### src/rtl/es8psk_rec_pkg.sv
// es8psk_rec_pkg: shared FSM state encoding and default sizing for the preamble sync block.
// No ports; imported by preamble_sync_ctrl and peak_tracker.
package es8psk_rec_pkg;
    typedef enum logic [1:0] {IDLE, SEARCH, PEAK, FRAME} sync_state_t;
    localparam int W_DEF        = 20;
    localparam int PEAK_WIN_DEF = 10;
    localparam int CW_DEF       = 16;
endpackage

### src/rtl/peak_tracker.sv
// peak_tracker: running maximum, distance since maximum and window count over valid samples.
// Ports: clk, reset; start loads a fresh window from corr; upd folds corr into the running window;
// max_n/dist_n/win_n are the values after this cycle, so the caller can act on the completing sample.
module peak_tracker
    import es8psk_rec_pkg::*;
#(
    parameter int W        = W_DEF,
    parameter int PEAK_WIN = PEAK_WIN_DEF,
    parameter int WW       = $clog2(PEAK_WIN + 1)
) (
    input  logic          clk,
    input  logic          reset,
    input  logic          start,
    input  logic          upd,
    input  logic [W-1:0]  corr,
    output logic [W-1:0]  max_n,
    output logic [WW-1:0] dist_n,
    output logic [WW-1:0] win_n
);
    logic [W-1:0]  max_q;
    logic [WW-1:0] dist_q;
    logic [WW-1:0] win_q;
    logic          gt;
    always_comb begin
        gt     = corr > max_q;
        max_n  = start ? corr : (upd && gt) ? corr : max_q;
        dist_n = start ? '0 : upd ? (gt ? '0 : dist_q + WW'(1)) : dist_q;
        win_n  = start ? WW'(1) : upd ? win_q + WW'(1) : win_q;
    end
    always_ff @(posedge clk) begin
        if (reset) begin
            max_q  <= '0;
            dist_q <= '0;
            win_q  <= '0;
        end else begin
            max_q  <= max_n;
            dist_q <= dist_n;
            win_q  <= win_n;
        end
    end
endmodule

### src/rtl/preamble_sync_ctrl.sv
// preamble_sync_ctrl: threshold-triggered preamble peak search and frame timing.
// Ports: clk, reset (sync, active-high); corr/corr_vld sample stream; thr threshold; frame_len
// frame length from the peak; arm search enable; sof pulse, peak magnitude, in_frame, sample_idx;
// sync_cnt saturating sof count when PREAMBLE_SYNC_CNT_EN is defined.
module preamble_sync_ctrl
    import es8psk_rec_pkg::*;
#(
    parameter int W        = W_DEF,
    parameter int PEAK_WIN = PEAK_WIN_DEF,
    parameter int CW       = CW_DEF
) (
    input  logic          clk,
    input  logic          reset,
    input  logic [W-1:0]  corr,
    input  logic          corr_vld,
    input  logic [W-1:0]  thr,
    input  logic [CW-1:0] frame_len,
    input  logic          arm,
    output logic          sof,
    output logic [W-1:0]  peak,
    output logic          in_frame,
`ifdef PREAMBLE_SYNC_CNT_EN
    output logic [15:0]   sync_cnt,
`endif
    output logic [CW-1:0] sample_idx
);
    localparam int WW = $clog2(PEAK_WIN + 1);
    sync_state_t   state, state_n;
    logic          start, upd, fire, last;
    logic [W-1:0]  max_n;
    logic [WW-1:0] dist_n, win_n;
    logic [CW-1:0] flen_q;
    peak_tracker #(.W(W), .PEAK_WIN(PEAK_WIN)) u_trk (
        .clk(clk), .reset(reset), .start(start), .upd(upd), .corr(corr),
        .max_n(max_n), .dist_n(dist_n), .win_n(win_n)
    );
    always_comb begin
        state_n = state;
        start   = 1'b0;
        upd     = 1'b0;
        // frame ends on the valid sample where the index already sits at frame_len-1 (or beyond)
        last    = {1'b0, flen_q} <= {1'b0, sample_idx} + (CW+1)'(1);
        case (state)
            IDLE:   state_n = arm ? SEARCH : IDLE;
            SEARCH: begin
                start   = arm && corr_vld && corr > thr;
                state_n = !arm ? IDLE : start ? PEAK : SEARCH;
            end
            PEAK: begin
                upd     = arm && corr_vld;
                state_n = arm ? PEAK : IDLE;
            end
            FRAME:  state_n = (corr_vld && last) ? (arm ? SEARCH : IDLE) : FRAME;
            default: state_n = IDLE;
        endcase
        fire = (start || upd) && win_n == WW'(PEAK_WIN);
        if (fire) state_n = FRAME;
    end
    always_ff @(posedge clk) begin
        if (reset) begin
            state      <= IDLE;
            sof        <= 1'b0;
            peak       <= '0;
            in_frame   <= 1'b0;
            sample_idx <= '0;
            flen_q     <= '0;
        end else begin
            state    <= state_n;
            sof      <= fire;
            in_frame <= state_n == FRAME;
            if (fire) begin
                peak       <= max_n;
                sample_idx <= CW'(dist_n);
                flen_q     <= frame_len;
            end else if (state == FRAME && corr_vld) begin
                sample_idx <= sample_idx + CW'(1);
            end
        end
    end
`ifdef PREAMBLE_SYNC_CNT_EN
    always_ff @(posedge clk) begin
        if (reset) sync_cnt <= '0;
        else if (fire && sync_cnt != 16'hFFFF) sync_cnt <= sync_cnt + 16'd1;
    end
`endif
endmodule

### config.mk
export PLATFORM = sky130hd
export DESIGN_NAME = preamble_sync_ctrl
export DESIGN_NICKNAME = d
export VERILOG_FILES = /design/src/rtl/es8psk_rec_pkg.sv /design/src/rtl/peak_tracker.sv /design/src/rtl/preamble_sync_ctrl.sv
export SDC_FILE = /design/constraint.sdc
export NUM_CORES = 1
export LEC_CHECK = 0
export ABC_CLOCK_PERIOD_IN_PS = 4400
export CORE_MARGIN = 10
export CORE_UTILIZATION = 45
export DETAILED_ROUTE_END_ITERATION = 8
export PLACE_DENSITY = 0.72
export SLEW_MARGIN = 5
export SYNTH_ARGS = -nofsm -noshare
export SYNTH_HDL_FRONTEND = slang
export SYNTH_SLANG_ARGS = --single-unit
### constraint.sdc
create_clock -name clk -period 4.4 [get_ports clk]
set_input_delay 1.1 -clock clk [delete_from_list [all_inputs] [get_ports clk]]
set_output_delay 1.1 -clock clk [all_outputs]
set_load 0.02 [all_outputs]
==> results of run 1 <==
[routing by layer]
layer,track usage,wire length (um)
met1,0.196,5380
met5,0,0
met4,0.0655,237
met2,0.294,6030
met3,0.0397,717
[kinds of logic after synthesis]
group,after synthesis,synth area share
and+or+nand+nor,213,0.199
AOI/OAI and AO/OA,95,0.121
DFF,84,0.353
buffers and inverters,68,0.0619
adders and majority gates,59,0.155
xor gates and xnor gates,36,0.0661
muxes,21,0.0441
[cell type report]
cell class              count  area (um^2)  area share
multi-input cells         424         2790       0.462
flip-flops and latches     84         1680       0.278
repair buffers            102         1000       0.166
inverters                  47          176      0.0292
well taps                 136          170      0.0282
clock buffers              12          145      0.0240
clock inverters             4         72.6      0.0120
[synth_stat cells, drive strengths merged, types with 2 or more instances]
library cell	instances	area, um^2
nand2	99	372
dfxtp	84	1680
ha	59	738
nor2	55	209
a21oi	47	239
inv	47	176
o21ai	29	149
nand3	23	115
mux2i	21	210
xor2	20	175
xnor2	16	140
buf	11	80.1
and4	10	90.1
clkbuf	10	38.8
nand4	6	37.5
and3	5	31.3
nor2b	5	31.3
a21o	4	30.0
nand2b	4	25.0
a221oi	2	30.0
a22oi	2	28.8
a31oi	2	12.5
and2	2	12.5
o2111ai	2	30.0
or3	2	12.5
[registers in the layout, indices dropped and copies added, names as in the netlist]
signal	cells
sof	1
peak	20
u_trk.win_q	4
in_frame	1
u_trk.dist_q	4
u_trk.max_q	20
state	2
flen_q	16
sample_idx	16
[per-stage QoR]
| stage | std cells | hold WS, ns | area (um^2) | setup WS, ns |
|---|---|---|---|---|
| floorplan | 576 | 0.432 | 4770 | 1.15 |
| global placement | 793 | 0.444 | 5820 | 0.540 |
| detailed placement | 793 | 0.442 | 5820 | 0.474 |
| CTS | 809 | 0.453 | 6040 | 0.578 |
| global route | 809 | 0.477 | 6040 | 0.313 |
| finish | 809 | 0.455 | 6040 | 0.593 |
[power groups by stage]
stage	Combinational (uW)	Sequential (uW)	Clock, uW
detailed placement	173	786	0
global route	194	768	655
CTS	174	768	622
floorplan	86.6	784	0
global placement	166	785	0
finish	174	768	612
[worst max-delay path by stage]
stage | start | endpoint | slack [ns] | cells past startpoint
2_1_floorplan | sample_idx[1]$_SDFFE_PP0P_ | state[0]$_SDFF_PP0_ | 1.15 | 16
3_3_place_gp | corr[11] | peak[7]$_SDFFE_PP0P_ | 0.54 | 10
3_5_place_dp | corr[10] | peak[7]$_SDFFE_PP0P_ | 0.47 | 10
4_1_cts | sample_idx[1]$_SDFFE_PP0P_ | state[0]$_SDFF_PP0_ | 0.58 | 15
5_1_grt | sample_idx[1]$_SDFFE_PP0P_ | state[0]$_SDFF_PP0_ | 0.31 | 15
6_report | sample_idx[1]$_SDFFE_PP0P_ | state[0]$_SDFF_PP0_ | 0.59 | 15
[worst max-delay path, delay by kind of cell, from the launching register on]
kind | cells | cell delay [ns]
AOI/OAI and AO/OA | 4 | 0.89
adders and majority gates | 2 | 0.59
DFF | 1 | 0.47
and+or+nand+nor | 7 | 1.49
buffers and inverters | 1 | 0.06
xor gates and xnor gates | 1 | 0.16
[placed cells by master (no fill, tap or decap), drive strengths merged, types with 2 or more instances in the layout]
cell	n
nand3	23
xor2	20
a22oi	2
a31oi	2
nand2b	4
and3	5
nor2b	5
nand4	6
inv	47
a21oi	47
dfxtp	84
o21ai	29
buf	6
xnor2	16
clkdlybuf4s50	96
clkbuf	12
bufinv	2
and2	2
o2111ai	2
nor2	55
and4	10
mux2i	21
nand2	99
a221oi	2
a21o	4
ha	59
or3	2
==> flow_metrics.env, run 1 <==
export IMPL_run_status="finished clean"
export IMPL_timing_critical_path_slowest_stage_cell="sky130_fd_sc_hd__o311ai_0"
export IMPL_number_of_buffers_created_by_cts=9
export IMPL_synth_seq_cells=84
export IMPL_initial_utilization=0.462
export IMPL_cts_htree_levels=3
export IMPL_grt_overflow=0
export IMPL_sw_frac_of_total=0.235
export IMPL_power_total_uw=1550
export IMPL_floorplan_die_area_um2=15100
export IMPL_numClockSinks=84
export IMPL_timing_critical_path_cells="ha_1 > inv_1 > or3_1 > nor2_2 > and3_1 > nand3_1 > xor2_1 > ha_1 > nand3_1 > nor2_1 > nand4_1 > o311ai_0 > a41o_1 > a31o_2 > a31oi_1"
export IMPL_origin_of_the_critical_flop_to_flop_path="sample_idx[1]$_SDFFE_PP0P_"
export IMPL_finalCritPeriodShare=0.865
export IMPL_syn_cell_area_um2=4770
export IMPL_cts_root_buf="sky130_fd_sc_hd__clkbuf_8"
export IMPL_drv_slew=0
export IMPL_syn_area_per_cell_um2=8.28
export IMPL_cpPeakStageDelay_ns=0.53
export IMPL_part_of_the_yosys_area_used_for_sequential_elements=0.353
export IMPL_comb_power_share=0.112
export IMPL_setup_viol=0
export IMPL_vias=4251
export IMPL_max_cap_violations=0
export IMPL_setup_repair_after_global_routing_missed_its_margin="false"
export IMPL_grt_start_max_net_pins=45
export IMPL_netlist_cell_type_count=43
export IMPL_track_usage=0.169
export IMPL_depth_of_the_worst_hold_timing_path=2
export IMPL_std_cell_rows=37
export IMPL_timing_clock_skew_ns=0.0116
export IMPL_ff2ff_path_depth=15
export IMPL_synth_enable_flop_cells=0
export IMPL_cp_data_required_time_ns=4.62
export IMPL_gp_routability_congestion=0.891
export IMPL_ys_warn_count=0
export IMPL_drt_total_wl_um=12400
export IMPL_slew_limit_headroom=0.413
export IMPL_drtAntennaViolNets=0
export IMPL_highest_attainable_clock_frequency_ghz=0.263
export IMPL_postSynthCellCount=576
export IMPL_switchingPower_uw=365
export IMPL_grt_pass1_wl_um=20800
export IMPL_power_sequential_fraction=0.494
export IMPL_worst_setup_path_type="reg2reg"
export IMPL_critPathCaptureType="flip-flop"
export IMPL_hold_path_startpoint="peak[5]$_SDFFE_PP0P_"
export IMPL_clock_path_buffers=2
export IMPL_insertedDiodeCount=0
export IMPL_reg2reg_slack_ns=0.59
export IMPL_initial_antenna_violation_count=0
export IMPL_via_to_cell_ratio=5.25
export IMPL_chipHeight_um=123
export IMPL_final_hold_violation_count=0
export IMPL_ys_dominant_reg_cell="sky130_fd_sc_hd__dfxtp_1"
export IMPL_tritoncts="done"
export IMPL_timing_hold_worst_class="reg2reg"
export IMPL_async_set_or_reset_register_ratio_after_synthesis=0
export IMPL_path_clk_slew_ns=0.08
export IMPL_horizontal_extent_of_the_die_um=123
export IMPL_crit_fanout=6
export IMPL_first_pass_iters=4
export IMPL_flow_area_growth_from_synthesis_pct=26.7
export IMPL_post_cts_setup_buffers=0
export IMPL_holdBufCountCts=0
export IMPL_internal_dissipation_uw=1190
export IMPL_clk_latency_ns=0.36
export IMPL_number_of_global_route_vias_before_repair=4305
export IMPL_port_buffers=97
export IMPL_layout_nets=787
export IMPL_routed_wire_length_per_instance_um=15.3
export IMPL_detailed_place_hpwl_um=9740
export IMPL_critical_path_reg2reg_endpoint="state[0]$_SDFF_PP0_"
export IMPL_pin_count=98
export IMPL_final_critical_delay_including_setup_and_external_delays_ns=3.81
export IMPL_power_per_cell_area_nw_per_um2=257
export IMPL_placeableCoreArea_um2=10300
export IMPL_power_frac_clock=0.394
export IMPL_detailedRoute_firstIterationViolations=196
export IMPL_route_detailed_drc=0
export IMPL_setup_tns_ns=0
export IMPL_total_leakage_power_uw=0.00250
export IMPL_cts_resized_gates=0
export IMPL_post_route_cells_drive_above_1_share=0.0446
export IMPL_min_to="peak[5]$_SDFFE_PP0P_"
export IMPL_ir_drop_v=0.000133
export IMPL_layout_core_utilization=0.585
export IMPL_filler_cell_count=954
export IMPL_worst_pin_slew_ns=0.878
export IMPL_mappedNetlistNets=695
export IMPL_crit_path_start_kind="flip-flop"
export IMPL_critPathArrivalTime_ns=4.03
No activity file was read; power rests on OpenSTA's default activity.
==> inputs of run 2 (changes only) <==
--- a/config.mk
+++ b/config.mk
@@ -10,6 +10,8 @@
 export CORE_UTILIZATION = 45
 export DETAILED_ROUTE_END_ITERATION = 8
 export PLACE_DENSITY = 0.72
+export REMOVE_ABC_BUFFERS = 1
+export SKIP_LAST_GASP = 1
 export SLEW_MARGIN = 5
 export SYNTH_ARGS = -nofsm -noshare
 export SYNTH_HDL_FRONTEND = slang
==> flow_metrics.env, run 2 (same netlist as run 1, synthesis figures left out) <==
export IMPL_holdBufCountCts=0
export IMPL_routed_wire_length_per_instance_um=15.0
export IMPL_switchingPower_uw=360
export IMPL_vias=4201
export IMPL_critical_path_top_delay_family="simple AND/OR/NAND/NOR gates"
export IMPL_timing_clock_skew_ns=0.0129
export IMPL_power_sequential_fraction=0.537
export IMPL_drt_total_wl_um=12200
export IMPL_layout_setup_ws_ns=0.719
export IMPL_placeableCoreArea_um2=10300
export IMPL_flow_area_growth_from_synthesis_pct=26.2
export IMPL_pin_count=98
export IMPL_timing_critical_path_cells="ha_1 > inv_1 > or3_1 > nor2_2 > and3_1 > nand3_1 > xor2_1 > ha_1 > nand3_1 > nor2_1 > nand4_1 > o311ai_0 > a41o_1 > a31o_2 > a31oi_1"
export IMPL_port_buffers=97
export IMPL_sw_frac_of_total=0.251
export IMPL_number_of_global_route_vias_before_repair=4333
export IMPL_multi_input_comb_area_um2=2790
export IMPL_path_clk_slew_ns=0.08
export IMPL_numClockSinks=84
export IMPL_drv_slew=0
export IMPL_grt_pass1_wl_um=20000
export IMPL_chipHeight_um=123
export IMPL_timing_critical_path_slowest_stage_cell="sky130_fd_sc_hd__dfxtp_1"
export IMPL_timing_hold_worst_class="reg2reg"
export IMPL_min_to="peak[0]$_SDFFE_PP0P_"
export IMPL_worst_setup_path_type="reg2reg"
export IMPL_power_frac_clock=0.341
export IMPL_depth_of_the_worst_hold_timing_path=2
export IMPL_first_pass_iters=4
export IMPL_slew_limit_headroom=0.479
export IMPL_cts_htree_levels=3
export IMPL_filler_cell_count=943
export IMPL_mostFrequentLayoutCell="sky130_fd_sc_hd__nand2_1"
export IMPL_met3_usage_in_global_routing=0.0442
export IMPL_setup_repair_after_global_routing_missed_its_margin="false"
export IMPL_fin_hold_ws_ns=0.455
export IMPL_cp_data_required_time_ns=4.64
export IMPL_total_leakage_power_uw=0.00250
export IMPL_crit_path_start_kind="flip-flop"
export IMPL_initial_antenna_violation_count=0
export IMPL_grtUsageMet2=0.282
export IMPL_reg2reg_slack_ns=0.72
export IMPL_crit_fanout=6
export IMPL_horizontal_extent_of_the_die_um=123
export IMPL_post_cts_setup_buffers=0
export IMPL_setup_tns_ns=0
export IMPL_insertedDiodeCount=0
export IMPL_hold_path_startpoint="peak[0]$_SDFFE_PP0P_"
export IMPL_worst_pin_slew_ns=0.778
export IMPL_post_route_cells_drive_above_1_share=0.0474
export IMPL_drtAntennaViolNets=0
export IMPL_critical_path_reg2reg_endpoint="state[0]$_SDFF_PP0_"
export IMPL_groute_layer_met1_usage=0.187
export IMPL_layout_nets=790
export IMPL_final_hold_violation_count=0
export IMPL_number_of_buffers_created_by_cts=9
export IMPL_track_usage=0.163
export IMPL_highest_attainable_clock_frequency_ghz=0.272
export IMPL_internal_dissipation_uw=1070
export IMPL_cts_resized_gates=0
export IMPL_ir_drop_v=0.000170
export IMPL_setup_viol=0
export IMPL_cts_root_buf="sky130_fd_sc_hd__clkbuf_8"
export IMPL_ff2ff_path_depth=15
export IMPL_comb_power_share=0.122
export IMPL_grt_start_max_net_pins=23
export IMPL_grt_overflow=0
export IMPL_initial_utilization=0.462
export IMPL_floorplan_die_area_um2=15100
export IMPL_final_seq_area_um2=1680
export IMPL_clk_latency_ns=0.36
export IMPL_finalCritPeriodShare=0.837
export IMPL_dpl_worst_slack_ns=0.663
export IMPL_registers_with_the_most_flip_flops="peak (20), u_trk.max_q (20)"
export IMPL_gp_routability_congestion=0.855
export IMPL_route_detailed_drc=0
export IMPL_critPathArrivalTime_ns=3.92
export IMPL_origin_of_the_critical_flop_to_flop_path="sample_idx[0]$_SDFFE_PP0P_"
export IMPL_tritoncts="done"
export IMPL_critPathCaptureType="flip-flop"
export IMPL_std_cell_rows=37
export IMPL_clock_path_buffers=2
export IMPL_via_to_cell_ratio=5.18
export IMPL_run_status="finished clean"
export IMPL_cpPeakStageDelay_ns=0.46
export IMPL_grt_busiest_layer="met2"
export IMPL_max_cap_violations=0
export IMPL_power_per_cell_area_nw_per_um2=238
export IMPL_final_critical_delay_including_setup_and_external_delays_ns=3.68
export IMPL_layout_common_cells="sky130_fd_sc_hd__nand2_1, sky130_fd_sc_hd__clkdlybuf4s50_1, sky130_fd_sc_hd__dfxtp_1"
export IMPL_detailed_place_hpwl_um=9880
export IMPL_critical_path_n_buffers_inverters=1
export IMPL_detailedRoute_firstIterationViolations=208
run 2: cell count changes in the layout (fill, tap and decap cells not counted):
cell                              delta
sky130_fd_sc_hd__buf_4               +3
sky130_fd_sc_hd__bufinv_16           -2
sky130_fd_sc_hd__buf_2               -1
sky130_fd_sc_hd__clkbuf_1            -1
sky130_fd_sc_hd__clkdlybuf4s50_1     +1
sky130_fd_sc_hd__clkinv_2            +1
sky130_fd_sc_hd__clkinv_4            +1
run 2: metrics by stage:
stage                      util  cells  cell area [um^2]  power (uW)
after floorplan               -    555              4650         863
after global placement    0.567    796              5850         953
after detailed placement  0.567    796              5850         961
after CTS                 0.583    811              6020        1440
after global routing      0.583    811              6020        1490
final                     0.583    811              6020        1430
run 2: worst min-delay path, cell delays in order, from the launching register on:
cell and delay, ns:
sky130_fd_sc_hd__dfxtp_1 0.32, sky130_fd_sc_hd__nand2_1 0.05, sky130_fd_sc_hd__o21ai_1 0.05
run 2: layer usage:
metal,wire [um],share of wire
met2,5800,0.48
met1,5320,0.44
met3,822,0.067
met4,242,0.020
met5,0,0
run 2: cell type report:
class	count	area share
Multi-Input combinational cell	424	0.464
Sequential cell	84	0.279
Timing Repair Buffer	105	0.171
Inverter	47	0.0293
Tap cell	136	0.0283
Clock buffer	11	0.0235
Clock inverter	4	0.00436
run 2: worst max-delay path by stage:
| stage | startpoint | endpoint | slack [ns] | cells past startpoint |
|---|---|---|---|---|
| after floorplan | sample_idx[1]$_SDFFE_PP0P_ | state[0]$_SDFF_PP0_ | 1.16 | 15 |
| after global placement | corr[5] | peak[0]$_SDFFE_PP0P_ | 0.76 | 10 |
| after detailed placement | corr[7] | peak[14]$_SDFFE_PP0P_ | 0.66 | 10 |
| after CTS | sample_idx[0]$_SDFFE_PP0P_ | state[0]$_SDFF_PP0_ | 0.71 | 15 |
| after global routing | sample_idx[0]$_SDFFE_PP0P_ | state[0]$_SDFF_PP0_ | 0.42 | 15 |
| final | sample_idx[0]$_SDFFE_PP0P_ | state[0]$_SDFF_PP0_ | 0.72 | 15 |
run 2: power by group through the flow:
stage               combinational [uW]  sequential (uW)  clock [uW]
CTS                                176              767         498
global placement                   168              785           0
global route                       195              768         528
detailed placement                 175              785           0
finish                             175              768         488
floorplan                         78.6              784           0
==> inputs of run 3 (changes only) <==
--- a/config.mk
+++ b/config.mk
@@ -5,7 +5,7 @@
 export SDC_FILE = /design/constraint.sdc
 export NUM_CORES = 1
 export LEC_CHECK = 0
-export ABC_CLOCK_PERIOD_IN_PS = 4400
+export ABC_CLOCK_PERIOD_IN_PS = 3750
 export CORE_MARGIN = 10
 export CORE_UTILIZATION = 45
 export DETAILED_ROUTE_END_ITERATION = 8
==> constraint.sdc (replaced) <==
create_clock -name clk -period 3.75 [get_ports clk]
set_input_delay 0.9375 -clock clk [delete_from_list [all_inputs] [get_ports clk]]
set_output_delay 0.9375 -clock clk [all_outputs]
set_load 0.02 [all_outputs]
==> flow_metrics.env, run 3 (same netlist as run 1, synthesis figures left out) <==
export IMPL_worst_setup_path_type="reg2reg"
export IMPL_post_route_cells_drive_above_1_share=0.0545
export IMPL_holdBufCountCts=0
export IMPL_first_pass_iters=4
export IMPL_grt_pass1_wl_um=20800
export IMPL_timing_hold_worst_class="reg2reg"
export IMPL_grt_overflow=0
export IMPL_tritoncts="done"
export IMPL_detailed_place_hpwl_um=9720
export IMPL_grt_start_max_net_pins=45
export IMPL_cts_htree_levels=3
export IMPL_initial_utilization=0.462
export IMPL_chipHeight_um=123
export IMPL_highest_attainable_clock_frequency_ghz=0.295
export IMPL_routed_wire_length_per_instance_um=15.1
export IMPL_ir_drop_v=0.000225
export IMPL_layout_common_cells="sky130_fd_sc_hd__nand2_1, sky130_fd_sc_hd__clkdlybuf4s50_1, sky130_fd_sc_hd__dfxtp_1"
export IMPL_via_to_cell_ratio=5.13
export IMPL_insertedDiodeCount=0
export IMPL_cts_root_buf="sky130_fd_sc_hd__clkbuf_8"
export IMPL_final_hold_violation_count=0
export IMPL_clk_latency_ns=0.37
export IMPL_critPathCaptureType="flip-flop"
export IMPL_layout_nets=793
export IMPL_crit_fanout=6
export IMPL_setup_viol=0
export IMPL_clock_path_buffers=2
export IMPL_finalCritPeriodShare=0.902
export IMPL_run_status="finished clean"
export IMPL_number_of_global_route_vias_before_repair=4524
export IMPL_mostFrequentLayoutCell="sky130_fd_sc_hd__nand2_1"
export IMPL_setup_repair_after_global_routing_missed_its_margin="false"
export IMPL_floorplan_die_area_um2=15100
export IMPL_total_leakage_power_uw=0.00254
export IMPL_reg2reg_slack_ns=0.37
export IMPL_worst_pin_slew_ns=0.848
export IMPL_power_total_uw=1860
export IMPL_initial_antenna_violation_count=0
export IMPL_setup_tns_ns=0
export IMPL_cp_data_required_time_ns=3.99
export IMPL_drt_total_wl_um=12300
export IMPL_critPathArrivalTime_ns=3.63
export IMPL_route_detailed_drc=0
export IMPL_crit_path_start_kind="flip-flop"
export IMPL_gp_routability_congestion=0.849
export IMPL_power_per_cell_area_nw_per_um2=305
export IMPL_placeableCoreArea_um2=10300
export IMPL_detailedRoute_firstIterationViolations=234
export IMPL_slew_limit_headroom=0.433
export IMPL_cts_resized_gates=0
export IMPL_vias=4179
export IMPL_registers_with_the_most_flip_flops="peak (20), u_trk.max_q (20)"
export IMPL_timing_clock_skew_ns=0.0103
export IMPL_numClockSinks=84
export IMPL_drtAntennaViolNets=0
export IMPL_number_of_buffers_created_by_cts=9
export IMPL_drv_slew=0
export IMPL_final_critical_delay_including_setup_and_external_delays_ns=3.38
export IMPL_pin_count=98
export IMPL_flow_area_growth_from_synthesis_pct=28.1
export IMPL_port_buffers=97
export IMPL_path_clk_slew_ns=0.08
export IMPL_track_usage=0.170
export IMPL_post_cts_setup_buffers=0
export IMPL_horizontal_extent_of_the_die_um=123
export IMPL_std_cell_rows=37
export IMPL_max_cap_violations=0
[run 3: final cells by class]
class                      count  area (um^2)
sequential                    84         1680
fill                         894         4210
inverter                      47          176
clock inverter                 5         83.8
clock buffer                  11          151
tap                          136          170
multi-input combinational    424         2790
timing repair buffer         108         1050
[run 3: power by group]
| group | switching, uW | internal (uW) |
|---|---|---|
| clock | 343 | 412 |
| sequential | 4.07 | 896 |
| combinational | 98.5 | 106 |
| total | 445 | 1410 |
[run 3: final timing paths]
kind	endpoint	start	cells past startpoint
worst min-delay path	peak[9]$_SDFFE_PP0P_	peak[9]$_SDFFE_PP0P_	2
worst max register to register	state[0]$_SDFF_PP0_	sample_idx[5]$_SDFFE_PP0P_	14
worst min register to register	peak[9]$_SDFFE_PP0P_	peak[9]$_SDFFE_PP0P_	2
worst max-delay path	state[0]$_SDFF_PP0_	sample_idx[5]$_SDFFE_PP0P_	14
[run 3: worst max-delay path: stages (launching register included)]
cell and delay (ns):
sky130_fd_sc_hd__dfxtp_1 0.46, sky130_fd_sc_hd__nand4_1 0.15, sky130_fd_sc_hd__or3_1 0.43, sky130_fd_sc_hd__nor2_1 0.22
sky130_fd_sc_hd__and2_1 0.23, sky130_fd_sc_hd__nand2_1 0.09, sky130_fd_sc_hd__xor2_1 0.15, sky130_fd_sc_hd__ha_1 0.30
sky130_fd_sc_hd__nand3_1 0.10, sky130_fd_sc_hd__nor2_1 0.16, sky130_fd_sc_hd__nand4_1 0.16, sky130_fd_sc_hd__o311ai_0 0.44
sky130_fd_sc_hd__a41o_1 0.15, sky130_fd_sc_hd__a31o_2 0.13, sky130_fd_sc_hd__a31oi_1 0.08
[run 3: through the flow]
| step | worst slack [ns] | area, um^2 | hold slack, ns | cells | utilization |
|---|---|---|---|---|---|
| 2_1_floorplan | 0.507 | 4650 | 0.426 | 555 | - |
| 3_3_place_gp | 0.275 | 5870 | 0.438 | 799 | 0.569 |
| 3_5_place_dp | 0.171 | 5870 | 0.444 | 799 | 0.569 |
| 4_1_cts | 0.351 | 6110 | 0.461 | 815 | 0.592 |
| 5_1_grt | 0.125 | 6110 | 0.483 | 815 | 0.592 |
| 6_report | 0.366 | 6110 | 0.454 | 815 | 0.592 |
[run 3: routing by layer]
metal,GRT usage,part of all wire,up-vias
li1,-,-,2130
met1,0.188,0.43,1930
met2,0.295,0.48,104
met3,0.0679,0.074,15
met4,0.0538,0.018,0
met5,0,0,-
